`src/rtl/sorter_pkg.sv`:
```
// Shared constants and FSM state type for the perceptron trainer.
// Parameter defaults for the top level live here.
package sorter_pkg;

  localparam int NUM_IN  = 8;
  localparam int W_WIDTH = 8;
  localparam int THRESH  = 8;
  localparam int INIT_W  = 2;
  localparam int LR      = 1;

  typedef enum logic [1:0] {
    IDLE,
    ACCUM,
    UPDATE
  } state_t;

endpackage

```
`src/rtl/weight_sat_update.sv`:
```
// Saturating +/- LR step for one weight; pure combinational.
// Result clamps at all-ones and at zero instead of wrapping.
module weight_sat_update #(
  parameter int W  = 8,
  parameter int LR = 1
) (
  input  logic         en,
  input  logic         inc,
  input  logic [W-1:0] w,
  output logic [W-1:0] w_nxt
);

  localparam logic [W:0] STEP = (W+1)'(LR);

  logic [W:0] up;
  logic [W:0] down;

  assign up   = {1'b0, w} + STEP;
  assign down = {1'b0, w} - STEP;

  always_comb begin
    w_nxt = w;
    if (en) begin
      if (inc)
        w_nxt = up[W] ? '1 : up[W-1:0];
      else
        w_nxt = down[W] ? '0 : down[W-1:0];
    end
  end

endmodule

```
`src/rtl/perceptron_trainer.sv`:
```
// Serial perceptron with online weight learning (IDLE/ACCUM/UPDATE).
// Define PERCEPTRON_TRAINER_STATS_EN to enable the err_count counter.
module perceptron_trainer #(
  parameter int NUM_IN  = sorter_pkg::NUM_IN,
  parameter int W_WIDTH = sorter_pkg::W_WIDTH,
  parameter int THRESH  = sorter_pkg::THRESH,
  parameter int INIT_W  = sorter_pkg::INIT_W,
  parameter int LR      = sorter_pkg::LR
) (
  input  logic                      clk,
  input  logic                      rst_n,
  input  logic                      in_valid,
  input  logic [NUM_IN-1:0]         sample,
  input  logic                      target,
  input  logic                      learn_en,
  output logic                      in_ready,
  output logic                      out_valid,
  output logic                      pred,
  output logic                      err,
  output logic [NUM_IN*W_WIDTH-1:0] weights,
  output logic [15:0]               err_count
);

  import sorter_pkg::*;

  localparam int IW = (NUM_IN > 1) ? $clog2(NUM_IN) : 1;
  localparam int SW = W_WIDTH + $clog2(NUM_IN);
  localparam logic [IW-1:0] LAST = IW'(NUM_IN - 1);

  state_t state, state_nxt;

  logic [IW-1:0]      idx;
  logic [SW-1:0]      sum;
  logic [SW-1:0]      sum_nxt;
  logic [NUM_IN-1:0]  smp_q;
  logic               tgt_q;
  logic               learn_q;
  logic               pred_q;
  logic               err_q;
  logic               accept;
  logic               fire;
  logic               upd;
  logic [W_WIDTH-1:0] w     [NUM_IN];
  logic [W_WIDTH-1:0] w_nxt [NUM_IN];

  assign accept  = in_valid && in_ready;
  assign sum_nxt = sum + (smp_q[idx] ? SW'(w[idx]) : '0);
  assign fire    = sum_nxt >= SW'(THRESH);
  assign upd     = (state == UPDATE) && learn_q && err_q;

  always_ff @(posedge clk or negedge rst_n) begin
    if (!rst_n)
      state <= IDLE;
    else
      state <= state_nxt;
  end

  always_comb begin
    state_nxt = state;
    in_ready  = 1'b0;
    unique case (state)
      IDLE: begin
        in_ready = 1'b1;
        if (in_valid)
          state_nxt = ACCUM;
      end
      ACCUM:
        if (idx == LAST)
          state_nxt = UPDATE;
      UPDATE:
        state_nxt = IDLE;
      default:
        state_nxt = IDLE;
    endcase
  end

  always_ff @(posedge clk or negedge rst_n) begin
    if (!rst_n) begin
      idx     <= '0;
      sum     <= '0;
      smp_q   <= '0;
      tgt_q   <= 1'b0;
      learn_q <= 1'b0;
      pred_q  <= 1'b0;
      err_q   <= 1'b0;
    end else if (accept) begin
      idx     <= '0;
      sum     <= '0;
      smp_q   <= sample;
      tgt_q   <= target;
      learn_q <= learn_en;
    end else if (state == ACCUM) begin
      sum <= sum_nxt;
      idx <= idx + 1'b1;
      // decision is latched as the last term goes in
      if (idx == LAST) begin
        pred_q <= fire;
        err_q  <= fire ^ tgt_q;
      end
    end
  end

  for (genvar i = 0; i < NUM_IN; i++) begin : g_w
    weight_sat_update #(
      .W  (W_WIDTH),
      .LR (LR)
    ) u_upd (
      .en    (upd && smp_q[i]),
      .inc   (tgt_q),
      .w     (w[i]),
      .w_nxt (w_nxt[i])
    );

    always_ff @(posedge clk or negedge rst_n) begin
      if (!rst_n)
        w[i] <= W_WIDTH'(INIT_W);
      else
        w[i] <= w_nxt[i];
    end

    assign weights[i*W_WIDTH +: W_WIDTH] = w[i];
  end

  assign out_valid = (state == UPDATE);
  assign pred      = pred_q;
  assign err       = err_q;

`ifdef PERCEPTRON_TRAINER_STATS_EN
  logic [15:0] cnt;

  always_ff @(posedge clk or negedge rst_n) begin
    if (!rst_n)
      cnt <= '0;
    else if (out_valid && err_q && cnt != 16'hFFFF)
      cnt <= cnt + 16'd1;
  end

  assign err_count = cnt;
`else
  assign err_count = '0;
`endif

endmodule

```
`config.mk`:
```
export PLATFORM = sky130hd
export DESIGN_NAME = perceptron_trainer
export DESIGN_NICKNAME = d
export VERILOG_FILES = /design/src/rtl/sorter_pkg.sv /design/src/rtl/weight_sat_update.sv /design/src/rtl/perceptron_trainer.sv
export SDC_FILE = /design/constraint.sdc
export NUM_CORES = 1
export LEC_CHECK = 0
export CAP_MARGIN = 15
export CORE_UTILIZATION = 57
export DETAILED_ROUTE_END_ITERATION = 6
export HOLD_SLACK_MARGIN = 0.08
export PLACE_DENSITY_LB_ADDON = 0.15
export SLEW_MARGIN = 40
export SYNTH_ARGS = -nofsm -noshare
export SYNTH_HDL_FRONTEND = slang
export SYNTH_SLANG_ARGS = --single-unit
```
`constraint.sdc`:
```
create_clock -name clk -period 4.2 [get_ports clk]
set_input_delay 0.84 -clock clk [delete_from_list [all_inputs] [get_ports clk]]
set_output_delay 0.84 -clock clk [all_outputs]
set_load 0.03 [all_outputs]
```
==> impl_table.tex <==
\begin{tabular}{lr}
\hline
Metric & Value \\
\hline
\multicolumn{2}{l}{\textbf{Power and ir drop}} \\
\quad Switching Fraction & 0.473 \\
\quad Switching component of the power & 2.62 mW \\
\quad Share of total power in the clock network & 0.151 \\
\quad Leakage Power & 3.59 nW \\
\quad Part of the power in registers & 0.296 \\
\quad Power per cell area & 650 mW/mm2 \\
\quad Cell Int Power & 2.92 mW \\
\quad IR drop worst, VDD & 0.318 mV \\
\quad Combinational power share & 0.553 \\
\multicolumn{2}{l}{\textbf{Timing}} \\
\quad Max transition margin & 0.485 \\
\quad Setup violators final & 0 \\
\quad Pin slew with the least headroom to its limit & 772 ps \\
\quad Clk\_skew & 8.29 ps \\
\quad Total count of max-transition violations in the final report & 0 \\
\quad Total negative slack & 0 ps \\
\quad Worst setup margin & 628 ps \\
\quad Final hold violation count & 0 \\
\quad Fin Hold WS & 472 ps \\
\quad Final worst path period need & 3570 ps \\
\quad Post-route clock period utilization & 0.850 \\
\quad Achievable Freq & 0.280 GHz \\
\quad RSZ-0062 raised after global routing & no \\
\multicolumn{2}{l}{\textbf{Detailed routing}} \\
\quad Antenna-violating nets left & 0 \\
\quad Via count of the routed design & 7124 \\
\quad DR DRC count & 0 \\
\quad Detail-routed via count per cell & 6.13 \\
\quad Total routed wirelength & 19100 um \\
\quad DR iter-0 viols & 630 \\
\quad Count of TritonRoute iterations in the first routing pass & 5 \\
\quad Routed wire per std cell & 16.5 um \\
\multicolumn{2}{l}{\textbf{Setup path}} \\
\quad Origin of the critical flop-to-flop path & idx[1] \\
\quad Signal arrival time at the worst endpoint & 3850 ps \\
\quad Cells on worst reg2reg path & 13 \\
\quad Data required time of the critical path & 4470 ps \\
\quad Setup CP Type & reg2reg \\
\quad Crit Reg-Reg Endpoint & err \\
\quad Maximum fanout along the worst path & 11 \\
\quad Internal reg-to-reg setup slack & 630 ps \\
\quad Type of destination of the critical path & flip-flop \\
\quad Kind of start point of the critical path & flip-flop \\
\multicolumn{2}{l}{\textbf{Synth}} \\
\quad Area leader, netlist & sky130\_fd\_sc\_hd\_\_dfrtp\_1 \\
\quad Area share of the largest cell type after synthesis & 0.282 \\
\quad Most frequently used cell type in the post-synthesis netlist & sky130\_fd\_sc\_hd\_\_nand2\_1 \\
\quad Cell types with the largest area share after synthesis & sky130\_fd\_sc\_hd\_\_dfrtp\_1 (28\%), sky130\_fd\_sc\_hd\_\_a21oi\_1 (6.9\%), sky130\_fd\_sc\_hd\_\_o21ai\_0 (6.5\%), sky130\_fd\_sc\_hd\_\_nand2\_1 (5.7\%), sky130\_fd\_sc\_hd\_\_mux4\_2 (5.4\%) \\
\quad Number of enable-type register cells in the synthesized netlist & 0 \\
\quad Top post-synthesis cells by count & sky130\_fd\_sc\_hd\_\_nand2\_1 (113), sky130\_fd\_sc\_hd\_\_a21oi\_1 (102), sky130\_fd\_sc\_hd\_\_o21ai\_0 (97), sky130\_fd\_sc\_hd\_\_dfrtp\_1 (84), sky130\_fd\_sc\_hd\_\_nor2\_1 (70) \\
\quad Mapped Cells & 951 \\
\quad Number of synthesized register bits & 92 \\
\quad Area of the mapped netlist & 0.00744 mm2 \\
\quad Average instance area after synthesis & 7.83 um2 \\
\quad Proportion of synthesized chip area in sequential cells & 0.311 \\
\quad Yosys warning count & 0 \\
\quad Async set or reset register ratio after synthesis & 1.00 \\
\quad Number of different library cells in the post-synthesis netlist & 70 \\
\quad Most used flip-flop cell after synthesis & sky130\_fd\_sc\_hd\_\_dfrtp\_1 \\
\multicolumn{2}{l}{\textbf{Cells and area}} \\
\quad Syn-to-layout area delta & 14.4\% \\
\quad Cell Count, Final, Fillers Out & 1163 \\
\quad Fraction of final layout cells with drive strength greater than 1 & 0.0777 \\
\quad Count of inserted antenna diode cells & 0 \\
\quad Fillers & 1092 \\
\quad Share of the core filled with cells & 0.672 \\
\quad Final net count & 1026 \\
\multicolumn{2}{l}{\textbf{CTS}} \\
\quad CTS sink cnt & 92 \\
\quad Number of levels the H-tree was split into & 3 \\
\quad CTS tree & done \\
\quad Number of gates resized after cts & 0 \\
\quad Clk\_lat worst skew & 350 ps \\
\quad Maximum clock path buffer count & 2 \\
\quad Clock edge transition at the registers on the reported setup and hold paths & 70 ps \\
\quad CTS buffer count & 9 \\
\quad Number of buffers added for setup after CTS & 0 \\
\quad Clock root cell & sky130\_fd\_sc\_hd\_\_clkbuf\_16 \\
\quad Number of hold-repair buffers added at the cts stage & 0 \\
\multicolumn{2}{l}{\textbf{Min path}} \\
\quad Hold crit path type & reg2reg \\
\quad Depth of the worst hold-timing path & 2 \\
\quad End point of the most critical hold path & learn\_q \\
\quad Startpoint of the most critical hold path & learn\_q \\
\multicolumn{2}{l}{\textbf{Floorplanning}} \\
\quad Count of standard-cell rows & 41 \\
\quad Die Y & 116 um \\
\quad Placeable core area & 0.0127 mm2 \\
\quad I/O pin count & 97 \\
\quad Area enclosed by the die boundary & 0.0135 mm2 \\
\quad Die Width & 116 um \\
\quad Initial cell density of the core & 0.588 \\
\multicolumn{2}{l}{\textbf{Global route}} \\
\quad Maximum number of pins on one net before global-route repair & 55 \\
\quad Number of global-route vias before repair & 6087 \\
\quad Global-route wire length before repair & 31400 um \\
\quad Initial antenna violation count & 0 \\
\quad Sum of overflow across all layers after global routing & 0 \\
\quad Overall global routing resource usage & 0.298 \\
\multicolumn{2}{l}{\textbf{Place}} \\
\quad RD Place Congestion & 0.932 \\
\quad Number of port buffers & 80 \\
\quad Post-DP HPWL & 13700 um \\
\quad DP Cell Count & 1147 \\
\quad Worst slack, placed & 638 ps \\
\multicolumn{2}{l}{\textbf{Outcome}} \\
\quad Outcome & complete, no violations \\
\multicolumn{2}{l}{\textbf{Job}} \\
\quad Count of maximum capacitance violations & 0 \\
\hline
\end{tabular}
## worst max-delay path by stage
stage	slack (ps)	cells after the start	from	endpoint
CTS	620	14	idx[0]	err
floorplan	520	15	idx[0]	err
finish	630	13	idx[1]	err
detailed placement	640	13	idx[1]	err
global placement	730	14	idx[0]	err
global route	340	14	idx[0]	err
## power by group through the flow
stage | Sequential, mW | Clock (mW) | Combinational [mW]
after global placement | 1.64 | 0 | 3.00
after floorplan | 1.61 | 0 | 2.24
after global routing | 1.69 | 0.890 | 3.37
after detailed placement | 1.64 | 0 | 3.03
final | 1.64 | 0.835 | 3.06
after CTS | 1.63 | 0.849 | 3.05
## metrics by stage
| stage | cell area (um2) | total power, mW |
|---|---|---|
| 2_1_floorplan | 7500 | 3.85 |
| 3_3_place_gp | 8210 | 4.64 |
| 3_5_place_dp | 8210 | 4.67 |
| 4_1_cts | 8520 | 5.52 |
| 5_1_grt | 8520 | 5.95 |
| 6_report | 8520 | 5.54 |
## cells in the final DEF (no fill, tap or decap), types with 15 or more instances in the layout
cell type and n:
sky130_fd_sc_hd__nand2_1 113, sky130_fd_sc_hd__inv_1 46, sky130_fd_sc_hd__ha_1 26, sky130_fd_sc_hd__nor3_1 31, sky130_fd_sc_hd__conb_1 16, sky130_fd_sc_hd__mux4_2 18
sky130_fd_sc_hd__o21ai_0 97, sky130_fd_sc_hd__a21oi_1 102, sky130_fd_sc_hd__nand3_1 45, sky130_fd_sc_hd__a21o_1 15, sky130_fd_sc_hd__clkdlybuf4s50_1 79, sky130_fd_sc_hd__nor2_1 70
sky130_fd_sc_hd__xnor2_1 17, sky130_fd_sc_hd__dfrtp_1 83
## cells by family (layout without fill, tap and decap cells)
logic type,after synthesis,in the layout,share of synthesized area
buffers and inverters,127,152,0.0739
other,1,16,0.000504
AO/OA/AOI/OAI,298,298,0.239
flip-flops,92,92,0.311
multiplexers,27,27,0.0666
AND/OR/NAND/NOR,352,352,0.231
adder cells (fa/ha/maj),27,27,0.0464
XOR/XNOR,27,27,0.0318
## layout make-up
class	instances	area (um2)	share of cell area
multi-input combinational	747	4640	0.545
timing repair buffer	90	873	0.103
tap	172	215	0.0253
clock inverter	6	63.8	0.00749
inverter	46	173	0.0203
clock buffer	10	239	0.0281
sequential	92	2310	0.272
## per-layer routing
metal | global-route usage | up-vias | part of all wire
li1 | - | 3455 | -
met1 | 0.434 | 3386 | 0.46
met2 | 0.460 | 260 | 0.46
met3 | 0.0358 | 23 | 0.061
met4 | 0.0983 | 0 | 0.016
met5 | 0 | - | 0
## sequential cells by signal, indices dropped and copies added, names as in the netlist
name and count:
weights 64, sum 11, smp_q 8, idx 3, state 2, err 1, learn_q 1, pred 1
tgt_q 1
## critical path: stages (launching register included)
cell                        delay, ps
sky130_fd_sc_hd__dfrtp_1          600
sky130_fd_sc_hd__mux4_2           580
sky130_fd_sc_hd__mux2i_1          170
sky130_fd_sc_hd__nor2_1            60
sky130_fd_sc_hd__ha_1             190
sky130_fd_sc_hd__inv_1             70
sky130_fd_sc_hd__fa_1             250
sky130_fd_sc_hd__nor2b_4           60
sky130_fd_sc_hd__o31a_1           300
sky130_fd_sc_hd__or3_4            390
sky130_fd_sc_hd__a2111oi_2        380
sky130_fd_sc_hd__nand4_1          180
sky130_fd_sc_hd__xnor2_1          150
sky130_fd_sc_hd__o21ai_1          120
Note: power is estimated with default switching activity, not from simulation.
